===== src/rtl/alarm_controller_if.sv =====
// Alarm controller signal bundle: key levels, tick and time inputs on one
// side; alarm counter increment pulses and display/edit status on the other.
interface alarm_controller_if;
    logic        left_key;
    logic        right_key;
    logic        up_key;
    logic        down_key;
    logic        sec_tick;
    logic [23:0] cur_time;
    logic [23:0] alarm_time;
    logic        alarm_upsec;
    logic        alarm_upmin;
    logic        alarm_uphour;
    logic        edit_mode;
    logic [1:0]  field_sel;
    logic        armed;
    logic        ringing;
    logic        ring_blink;

    // Environment side: drives keys, tick and times; observes controller status
    modport master (
        output left_key, right_key, up_key, down_key, sec_tick, cur_time, alarm_time,
        input  alarm_upsec, alarm_upmin, alarm_uphour, edit_mode, field_sel,
               armed, ringing, ring_blink
    );

    // Controller side
    modport slave (
        input  left_key, right_key, up_key, down_key, sec_tick, cur_time, alarm_time,
        output alarm_upsec, alarm_upmin, alarm_uphour, edit_mode, field_sel,
               armed, ringing, ring_blink
    );
endinterface


===== src/rtl/alarm_controller.sv =====
// Alarm controller: turns PS/2 key levels into edit-cursor moves and alarm
// counter increment pulses, arms/disarms the alarm, and runs the
// ring / acknowledge / timeout sequence on a rising current==alarm match.
module alarm_controller #(
    parameter int unsigned RING_SECONDS   = 60,
    parameter int unsigned EDIT_TIMEOUT_S = 10
) (
    input  logic              clk,
    input  logic              reset,
    alarm_controller_if.slave bus
);
    localparam logic [7:0] RING_LIM = 8'(RING_SECONDS);
    localparam logic [7:0] EDIT_LIM = 8'(EDIT_TIMEOUT_S);
    localparam logic [1:0] F_SEC  = 2'd0;
    localparam logic [1:0] F_MIN  = 2'd1;
    localparam logic [1:0] F_HOUR = 2'd2;

    typedef enum logic [1:0] {
        IDLE = 2'd0,
        EDIT = 2'd1,
        RING = 2'd2
    } state_t;

    state_t     state_q, state_d;
    logic [3:0] key_q;             // previous key levels {down,right,left,up}
    logic [3:0] key_now;
    logic [3:0] rise;
    logic       match_q, match_now, hit;
    logic       ev_down, ev_right, ev_left, ev_up, ev_any;
    logic [1:0] field_q, field_d;
    logic       armed_q, armed_d;
    logic       blink_q, blink_d;
    logic [7:0] cnt_q, cnt_d;      // idle seconds in EDIT, ring seconds in RING
    logic [2:0] up_q, up_d;        // {hour,min,sec} increment pulses

    assign key_now   = {bus.down_key, bus.right_key, bus.left_key, bus.up_key};
    assign rise      = key_now & ~key_q;
    // Only the highest-priority rise counts: down > right > left > up
    assign ev_down   = rise[3];
    assign ev_right  = rise[2] & ~rise[3];
    assign ev_left   = rise[1] & ~(|rise[3:2]);
    assign ev_up     = rise[0] & ~(|rise[3:1]);
    assign ev_any    = |rise;
    assign match_now = (bus.cur_time == bus.alarm_time);
    assign hit       = match_now & ~match_q;

    // State, edge history and output registers; reset forces idle values
    always_ff @(posedge clk) begin
        if (reset) begin
            state_q <= IDLE;
            key_q   <= '0;
            match_q <= 1'b0;
            field_q <= F_HOUR;
            armed_q <= 1'b0;
            blink_q <= 1'b0;
            cnt_q   <= '0;
            up_q    <= '0;
        end else begin
            state_q <= state_d;
            key_q   <= key_now;
            match_q <= match_now;
            field_q <= field_d;
            armed_q <= armed_d;
            blink_q <= blink_d;
            cnt_q   <= cnt_d;
            up_q    <= up_d;
        end
    end

    // Next state: a fresh match wins over keys in IDLE; any key acks a ring
    always_comb begin
        state_d = state_q;
        field_d = field_q;
        armed_d = armed_q;
        blink_d = blink_q;
        cnt_d   = cnt_q;
        up_d    = '0;
        case (state_q)
            IDLE: begin
                if (hit && armed_q) begin
                    state_d = RING;
                    cnt_d   = '0;
                    blink_d = 1'b0;
                end else if (ev_right) begin
                    state_d = EDIT;
                    field_d = F_HOUR;
                    cnt_d   = '0;
                end else if (ev_down) begin
                    armed_d = ~armed_q;
                end
            end
            EDIT: begin
                if (ev_any) begin
                    cnt_d = '0;
                end
                if (ev_down) begin
                    state_d = IDLE;
                    field_d = F_HOUR;
                end else if (ev_right) begin
                    if (field_q == F_SEC) begin
                        state_d = IDLE;
                        armed_d = 1'b1;
                        field_d = F_HOUR;
                    end else begin
                        field_d = field_q - 2'd1;
                    end
                end else if (ev_left) begin
                    if (field_q != F_HOUR) begin
                        field_d = field_q + 2'd1;
                    end
                end else if (ev_up) begin
                    case (field_q)
                        F_SEC:   up_d = 3'b001;
                        F_MIN:   up_d = 3'b010;
                        default: up_d = 3'b100;
                    endcase
                end else if (bus.sec_tick) begin
                    cnt_d = cnt_q + 8'd1;
                    if (cnt_q + 8'd1 == EDIT_LIM) begin
                        state_d = IDLE;
                        field_d = F_HOUR;
                    end
                end
            end
            RING: begin
                if (ev_any) begin
                    state_d = IDLE;
                    blink_d = 1'b0;
                end else if (bus.sec_tick) begin
                    cnt_d   = cnt_q + 8'd1;
                    blink_d = ~blink_q;
                    if (cnt_q + 8'd1 == RING_LIM) begin
                        state_d = IDLE;
                        blink_d = 1'b0;
                    end
                end
            end
            default: state_d = IDLE;
        endcase
    end

    assign bus.alarm_upsec  = up_q[0];
    assign bus.alarm_upmin  = up_q[1];
    assign bus.alarm_uphour = up_q[2];
    assign bus.edit_mode    = (state_q == EDIT);
    assign bus.field_sel    = field_q;
    assign bus.armed        = armed_q;
    assign bus.ringing      = (state_q == RING);
    assign bus.ring_blink   = blink_q;
endmodule


===== src/flat_wrapper.sv =====
// flat-port wrapper written by rule: the top's interface ports become plain ports
module alarm_controller_flat 
#(
    parameter int unsigned RING_SECONDS   = 60,
    parameter int unsigned EDIT_TIMEOUT_S = 10
)
  (clk, reset, bus_left_key, bus_right_key, bus_up_key, bus_down_key, bus_sec_tick, bus_cur_time, bus_alarm_time, bus_alarm_upsec, bus_alarm_upmin, bus_alarm_uphour, bus_edit_mode, bus_field_sel, bus_armed, bus_ringing, bus_ring_blink);
  alarm_controller_if bus_i ();
  input  logic clk;
  input  logic reset;
  input wire logic [$bits(bus_i.left_key)-1:0] bus_left_key;
  input wire logic [$bits(bus_i.right_key)-1:0] bus_right_key;
  input wire logic [$bits(bus_i.up_key)-1:0] bus_up_key;
  input wire logic [$bits(bus_i.down_key)-1:0] bus_down_key;
  input wire logic [$bits(bus_i.sec_tick)-1:0] bus_sec_tick;
  input wire logic [$bits(bus_i.cur_time)-1:0] bus_cur_time;
  input wire logic [$bits(bus_i.alarm_time)-1:0] bus_alarm_time;
  output wire logic [$bits(bus_i.alarm_upsec)-1:0] bus_alarm_upsec;
  output wire logic [$bits(bus_i.alarm_upmin)-1:0] bus_alarm_upmin;
  output wire logic [$bits(bus_i.alarm_uphour)-1:0] bus_alarm_uphour;
  output wire logic [$bits(bus_i.edit_mode)-1:0] bus_edit_mode;
  output wire logic [$bits(bus_i.field_sel)-1:0] bus_field_sel;
  output wire logic [$bits(bus_i.armed)-1:0] bus_armed;
  output wire logic [$bits(bus_i.ringing)-1:0] bus_ringing;
  output wire logic [$bits(bus_i.ring_blink)-1:0] bus_ring_blink;
  assign bus_i.left_key = bus_left_key;
  assign bus_i.right_key = bus_right_key;
  assign bus_i.up_key = bus_up_key;
  assign bus_i.down_key = bus_down_key;
  assign bus_i.sec_tick = bus_sec_tick;
  assign bus_i.cur_time = bus_cur_time;
  assign bus_i.alarm_time = bus_alarm_time;
  assign bus_alarm_upsec = bus_i.alarm_upsec;
  assign bus_alarm_upmin = bus_i.alarm_upmin;
  assign bus_alarm_uphour = bus_i.alarm_uphour;
  assign bus_edit_mode = bus_i.edit_mode;
  assign bus_field_sel = bus_i.field_sel;
  assign bus_armed = bus_i.armed;
  assign bus_ringing = bus_i.ringing;
  assign bus_ring_blink = bus_i.ring_blink;
  alarm_controller #(.RING_SECONDS(RING_SECONDS), .EDIT_TIMEOUT_S(EDIT_TIMEOUT_S)) u_core (.clk(clk), .reset(reset), .bus(bus_i));
endmodule

===== config.mk =====
export PLATFORM = sky130hd
export DESIGN_NAME = alarm_controller_flat
export DESIGN_NICKNAME = d
export VERILOG_FILES = /design/src/rtl/alarm_controller_if.sv /design/src/rtl/alarm_controller.sv /design/src/flat_wrapper.sv
export SDC_FILE = /design/constraint.sdc
export NUM_CORES = 1
export LEC_CHECK = 0
export ABC_CLOCK_PERIOD_IN_PS = 3700
export CORE_UTILIZATION = 48
export CTS_CLUSTER_SIZE = 20
export DETAILED_ROUTE_END_ITERATION = 7
export GPL_ROUTABILITY_DRIVEN = 0
export GPL_TIMING_DRIVEN = 0
export PLACE_DENSITY_LB_ADDON = 0.2
export SYNTH_ARGS = -nofsm -noshare
export SYNTH_HDL_FRONTEND = slang
export SYNTH_SLANG_ARGS = --single-unit

===== constraint.sdc =====
create_clock -name clk -period 3.7 [get_ports clk]
set_clock_uncertainty 0.05 [all_clocks]
set_input_delay 1.11 -clock clk [delete_from_list [all_inputs] [get_ports clk]]
set_output_delay 1.11 -clock clk [all_outputs]
set_load 0.02 [all_outputs]

==> run_results.csv, run 1 <==
group,metric,value,unit
die,core,0.00336,mm^2
die,die_h,61.4,um
clocking,clk_latency,0.33,ns
clocking,cts_made_buffers,3,
timing,drv_slew,0,
yosys,ys_warn_count,0,
yosys,yosysSeqAreaShare,26.0,%
global_routing,first_global_vias,1688,
finish,stdcell_count,322,
yosys,synthArstFlopShare,0,%
clocking,clk_pin_slew,0.12,ns
clocking,cts_setup_buffers,0,
timing,tns,0,ns
timing,worst_pin_slew,0.872,ns
global_routing,grt_overflow,0,
finish,final_nets,343,
pwr,power.density,312,mW/mm^2
route,drc,0,
timing,min_period,3.28,ns
yosys,synth_common_cells,"xnor2_1 (27), nor2_1 (25), dfxtp_1 (22), nand2_1 (18), ha_1 (11)",
clocking,hold_buffers,0,
route,first_pass_iters,4,
clocking,tritoncts,"built",
critical_path,worst-setup-path-type,"in2reg",
status,status,"finished clean",
yosys,synth_most_common_cell,"xnor2_1",
pwr,max-vdd-ir-drop,0.186,mV
timing,fin_crit_sh,88.6,%
global_routing,grt_usage,24.3,%
timing,setup-violations-final,0,
clocking,cts.htree.levels,1,
finish,area_growth,42.5,%
yosys,syn_area,0.00170,mm^2
yosys,synthFlopType,"dfxtp_1",
die,num_rows,21,
route,routedWlPerCell,12.9,um
yosys,synth_nets,277,
placed_design,port_buffers,61,
critical_path,end_kind,"flop",
timing,rsz0062_at_grt,"no",
finish,antennaDiodeCount,0,
global_routing,grt_max_degree,14,
placed_design,dpl.hpwl,3340,um
route,ant_nets,0,
clocking,cts_num_sinks,22,
finish,seq_area,440,um^2
yosys,synthCells,211,
yosys,synth.top_cell.area_share,26.0,%
finish,fillers,301,
yosys,ys_top_cells_by_area,"dfxtp_1 (26%), xnor2_1 (14%), ha_1 (8.1%)",
yosys,synth_seq_cells,22,
die,ios,64,
pwr,p_leak,0.914,nW
min_path,holdCritPathClass,"reg2reg",
critical_path,worstSetupStartpointType,"input port",
clocking,ctsResizeCount,0,
clocking,cts-root-buf,"clkbuf_4",
die,start_util,50.4,%
global_routing,antenna_found_initial,0,
timing,slew_headroom,41.1,%
finish,multi_input_comb_area,0.00119,mm^2
critical_path,cp_data_required_time,3.88,ns
yosys,syn_area_per_cell,8.03,um^2
route,vias_per_cell,5.47,
yosys,yosys.area.top_type,"dfxtp_1",
die,fp.dieW,61.4,um
route,first_iter_violations,148,
finish,layout-drive-gt1-share,3.99,%
critical_path,cp.arrival,3.46,ns
yosys,synth_edf_count,0,
yosys,synth_cell_type_count,46,
die,dieArea,0.00377,mm^2
clocking,clk_path_buf_depth,2,
placed_design,dp.cells,318,
flow_run,cap_viol_max_count,0,
route,drt-total-wl,4170,um
critical_path,cp_max_fo,10,
route,via_count,1762,
timing,fmax,305,MHz
global_routing,grt_pass1_wl,6840,um
timing,finalHoldViolations,0,
worst max-delay path: stages:
cell,delay [ns]
clkdlybuf4s50_1,0.47
xnor2_1,0.12
nand4_1,0.11
nor4_1,0.40
a31oi_1,0.29
a221oi_1,0.35
buf_2,0.28
a211oi_1,0.11
a41o_1,0.22
final timing paths:
path	from	end	slack, ns	cells after the start
setup / recovery	bus_alarm_time[10]	u_core.cnt_q[5]	0.42	9
hold / removal	u_core.state_q[1]	u_core.state_q[1]	0.46	2
setup reg to reg	u_core.cnt_q[1]	u_core.state_q[0]	1.02	8
hold reg to reg	u_core.state_q[1]	u_core.state_q[1]	0.46	2
stage by stage:
step	util (%)	total power, mW	hold WS [ns]	area [um^2]	worst slack (ns)
after detailed placement	70.3	0.564	0.441	2360	0.0448
after global placement	70.3	0.559	0.434	2360	0.0919
after floorplan	-	0.446	0.418	1700	0.888
final	71.8	0.753	0.456	2420	0.423
after CTS	71.8	0.752	0.459	2420	0.391
after global routing	71.8	0.792	0.478	2420	0.273
power by group:
| group | internal (mW) | switching, mW | total, mW |
|---|---|---|---|
| Sequential | 0.248 | 0.00974 | 0.257 |
| Combinational | 0.151 | 0.154 | 0.305 |
| Clock | 0.110 | 0.0811 | 0.191 |
cell usage in the layout, fill, tap and decap left out, drive strengths merged, types with 4 or more instances in the layout:
master and instances:
a21oi 4, a31oi 5, clkbuf 9, clkdlybuf4s50 61, dfxtp 22, ha 11, inv 9, mux2i 7
nand2 18, nand2b 5, nand3 7, nand4 6, nor2 25, nor2b 9, o21ai 7, xnor2 27
routing by layer:
layer  wire length, um  vias to the layer above  global-route usage (%)
met5                 0                        -                       0
li1                  -                      874                       -
met4                51                        0                    9.21
met1              1820                      793                    29.1
met3               314                        5                    4.41
met2              1990                       90                    43.2
cells by family (layout without fill, tap and decap cells):
logic type,Yosys count,count (layout),share of synthesized area [%]
buffers and inverters,17,82,3.84
AND/OR/NAND/NOR,91,91,28.6
flip-flops,22,22,26.0
multiplexers,8,8,4.80
XOR/XNOR,29,29,15.0
adder cells (fa/ha/maj),11,11,8.12
AO/OA/AOI/OAI,33,33,13.7
layout make-up:
| type | instances | area share (%) |
|---|---|---|
| multi-input cells | 172 | 49.2 |
| repair buffers | 61 | 25.3 |
| flip-flops and latches | 22 | 18.2 |
| well taps | 46 | 2.38 |
| inverters | 10 | 1.55 |
| clock inverters | 1 | 1.24 |
| plain buffers | 7 | 1.14 |
| clock buffers | 3 | 0.932 |
sequential cells by signal (all words and copies together) (netlist names):
signal	cells
u_core.bus.armed	1
u_core.bus.field_sel	2
u_core.bus.ring_blink	1
u_core.cnt_q	8
u_core.key_q	4
u_core.match_q	1
u_core.state_q	2
u_core.up_q	3
Note: power is estimated with default switching activity, not from simulation.
==> run 2, diff against run 1 <==
--- a/config.mk
+++ b/config.mk
@@ -7,6 +7,7 @@
 export LEC_CHECK = 0
 export ABC_CLOCK_PERIOD_IN_PS = 3700
 export CORE_UTILIZATION = 48
+export CTS_CLUSTER_DIAMETER = 60
 export CTS_CLUSTER_SIZE = 20
 export DETAILED_ROUTE_END_ITERATION = 7
 export GPL_ROUTABILITY_DRIVEN = 0
==> results of run 2 <==
The final DEF is identical to that of run 1; final timing and power are the same.
==> run 3, diff against run 2 <==
--- a/config.mk
+++ b/config.mk
@@ -7,7 +7,6 @@
 export LEC_CHECK = 0
 export ABC_CLOCK_PERIOD_IN_PS = 3700
 export CORE_UTILIZATION = 48
-export CTS_CLUSTER_DIAMETER = 60
 export CTS_CLUSTER_SIZE = 20
 export DETAILED_ROUTE_END_ITERATION = 7
 export GPL_ROUTABILITY_DRIVEN = 0
==> results of run 3 <==
The final DEF is identical to that of run 1; final timing and power are the same.
==> edit (config.mk and constraints of run 1) <==
Register the output `bus.alarm_upmin`; this adds one clock of latency there.
--- a/src/rtl/alarm_controller.sv
+++ b/src/rtl/alarm_controller.sv
@@ -140,7 +140,9 @@
     end
 
     assign bus.alarm_upsec  = up_q[0];
-    assign bus.alarm_upmin  = up_q[1];
+    always_ff @(posedge clk) begin
+        bus.alarm_upmin <= up_q[1];
+    end
     assign bus.alarm_uphour = up_q[2];
     assign bus.edit_mode    = (state_q == EDIT);
     assign bus.field_sel    = field_q;
Function: changed (a bounded check fails within 10 cycles, from zero or initial values and one cycle with reset high).
==> edit against run 1 <==
  * Register-to-register slack improved by 0.10 ns
  * Worst setup slack better by 0.25 ns
  * Non-clock buffer count is 3 higher
  * Utilization decreased by 2.0 points
  * Synthesized cell count up 5.7%
  * Sequential power hardly changed
  * Largest power group is now registers
  * Maximum frequency up 8.2%
  * Total power down 22%
  * Sequential cell count up 1
  * Global-route usage shrank 4.0 points
  * Routed wire length decreased by 0.17%
  * Design area increased by 5.7%
  * Synthesized area up 7.8%
==> edit: results (changes against run 1) <==
AREA.SHARE.SEQUENTIAL_PCT=18.0  # -0.21 points
FF2FF_SETUP_SLACK_NS=1.12  # +0.10 ns
DESIGN_AREA_SQ_UM=2550  # +5.7%
WORST_SETUP_SLACK_AFTER_PLACEMENT_NS=0.402  # +0.357 ns
SYNTHESIZED_AREA_PER_CELL_SQ_UM=8.20  # +2.0%
SEQ_POWER_SHARE_PCT=43.3  # +9.1 points
INVERTERS=11  # +1
TOTAL_PLACED_CELLS_INCLUDING_TAP_CELLS=333  # +4.7%
TOTALWIRELENGTH_MM=4.16  # -0.17%
GRT_FIRST_PASS_WIRELENGTH_MM=6.53  # -4.6%
DETAILED_PLACE.AREA_SQ_UM=2510  # +6.1%
MAX_SLEW.WORST_PIN.SLEW_NS=0.660  # -0.211 ns
VIA_COUNT_OF_THE_FIRST_GLOBAL_ROUTING_PASS=1602  # -5.1%
CLKLATENCYLATEPIN_NS=0.28  # -0.05 ns
NUMCLOCKSINKS=23  # +4.5%
CRITICAL_PATH.MAX_STAGE_DELAY_NS=0.43  # -0.04 ns
FIN_HOLD_WS_NS=0.309  # -0.147 ns
DP.FINAL_HPWL_MM=3.38  # +1.2%
STATUS='finished, final reports clean'
FINAL_LAYOUT_SIZE_SUFFIX_GT1_SHARE_PCT=7.27  # +3.3 points
DESIGN.FINAL.NETS=356  # +3.8%
HOLD_DEPTH=0  # -2
DR.FIRST_ITER.DRC_COUNT=81  # -45%
WORST_SETUP_PATH_ENDPOINT='u_core.cnt_q[0]'
POWER_FRAC_CLOCK_PCT=28.3  # +3.0 points
MOST_AREA_CONSUMING_CELLS_AFTER_SYNTHESIS='sky130_fd_sc_hd__dfxtp_1 (25%), sky130_fd_sc_hd__xnor2_1 (12%), sky130_fd_sc_hd__ha_1 (7.5%)'
SWITCHING_SHARE_PCT=28.0  # -4.5 points
SYNTH-SEQ-AREA-SHARE_PCT=25.2  # -0.79 points
CLK_TRANSITION_REPORTED_PATHS_NS=0.09  # -0.03 ns
MULTI_INPUT_GATE_SHARE_OF_TOTAL_CELL_AREA_PCT=50.0  # +0.75 points
LAYOUT.CLOCK.CELL_AREA_SHARE_PCT=1.81  # -0.36 points
VDD.IR_DROP.WORST_mV=0.132  # -29%
COUNT_OF_BUFFERS_NOT_BELONGING_TO_THE_CLOCK_NETWORK_IN_THE_LAYOUT=71  # +4.4%
PORT_BUFFERS=62  # +1.6%
ROOT_BUFFER='sky130_fd_sc_hd__clkbuf_8'
==> edit: routing by layer <==
metal	vias up	global-route usage, %
met2	76	36.6
met1	822	23.3
met5	-	0
met4	0	8.52
li1	914	-
met3	5	3.08
==> edit: cells by family (layout without fill, tap and decap cells) <==
group,count (synthesis),count (layout),share of synthesized area (%)
AND/OR/NAND/NOR,98,98,30.2
AO/OA/AOI/OAI,37,37,15.2
XOR/XNOR,27,27,12.9
flip-flops,23,23,25.2
buffers and inverters,20,86,4.93
adder cells (fa/ha/maj),11,11,7.53
multiplexers,7,7,4.04
==> edit: how the worst min path moves through the flow <==
stage                                  end            from
finish              u_core.bus.alarm_upmin  u_core.up_q[1]
global route        u_core.bus.alarm_upmin  u_core.up_q[1]
CTS                 u_core.bus.alarm_upmin  u_core.up_q[1]
detailed placement  u_core.bus.alarm_upmin  u_core.up_q[1]
global placement    u_core.bus.alarm_upmin  u_core.up_q[1]
floorplan           u_core.bus.alarm_upmin  u_core.up_q[1]
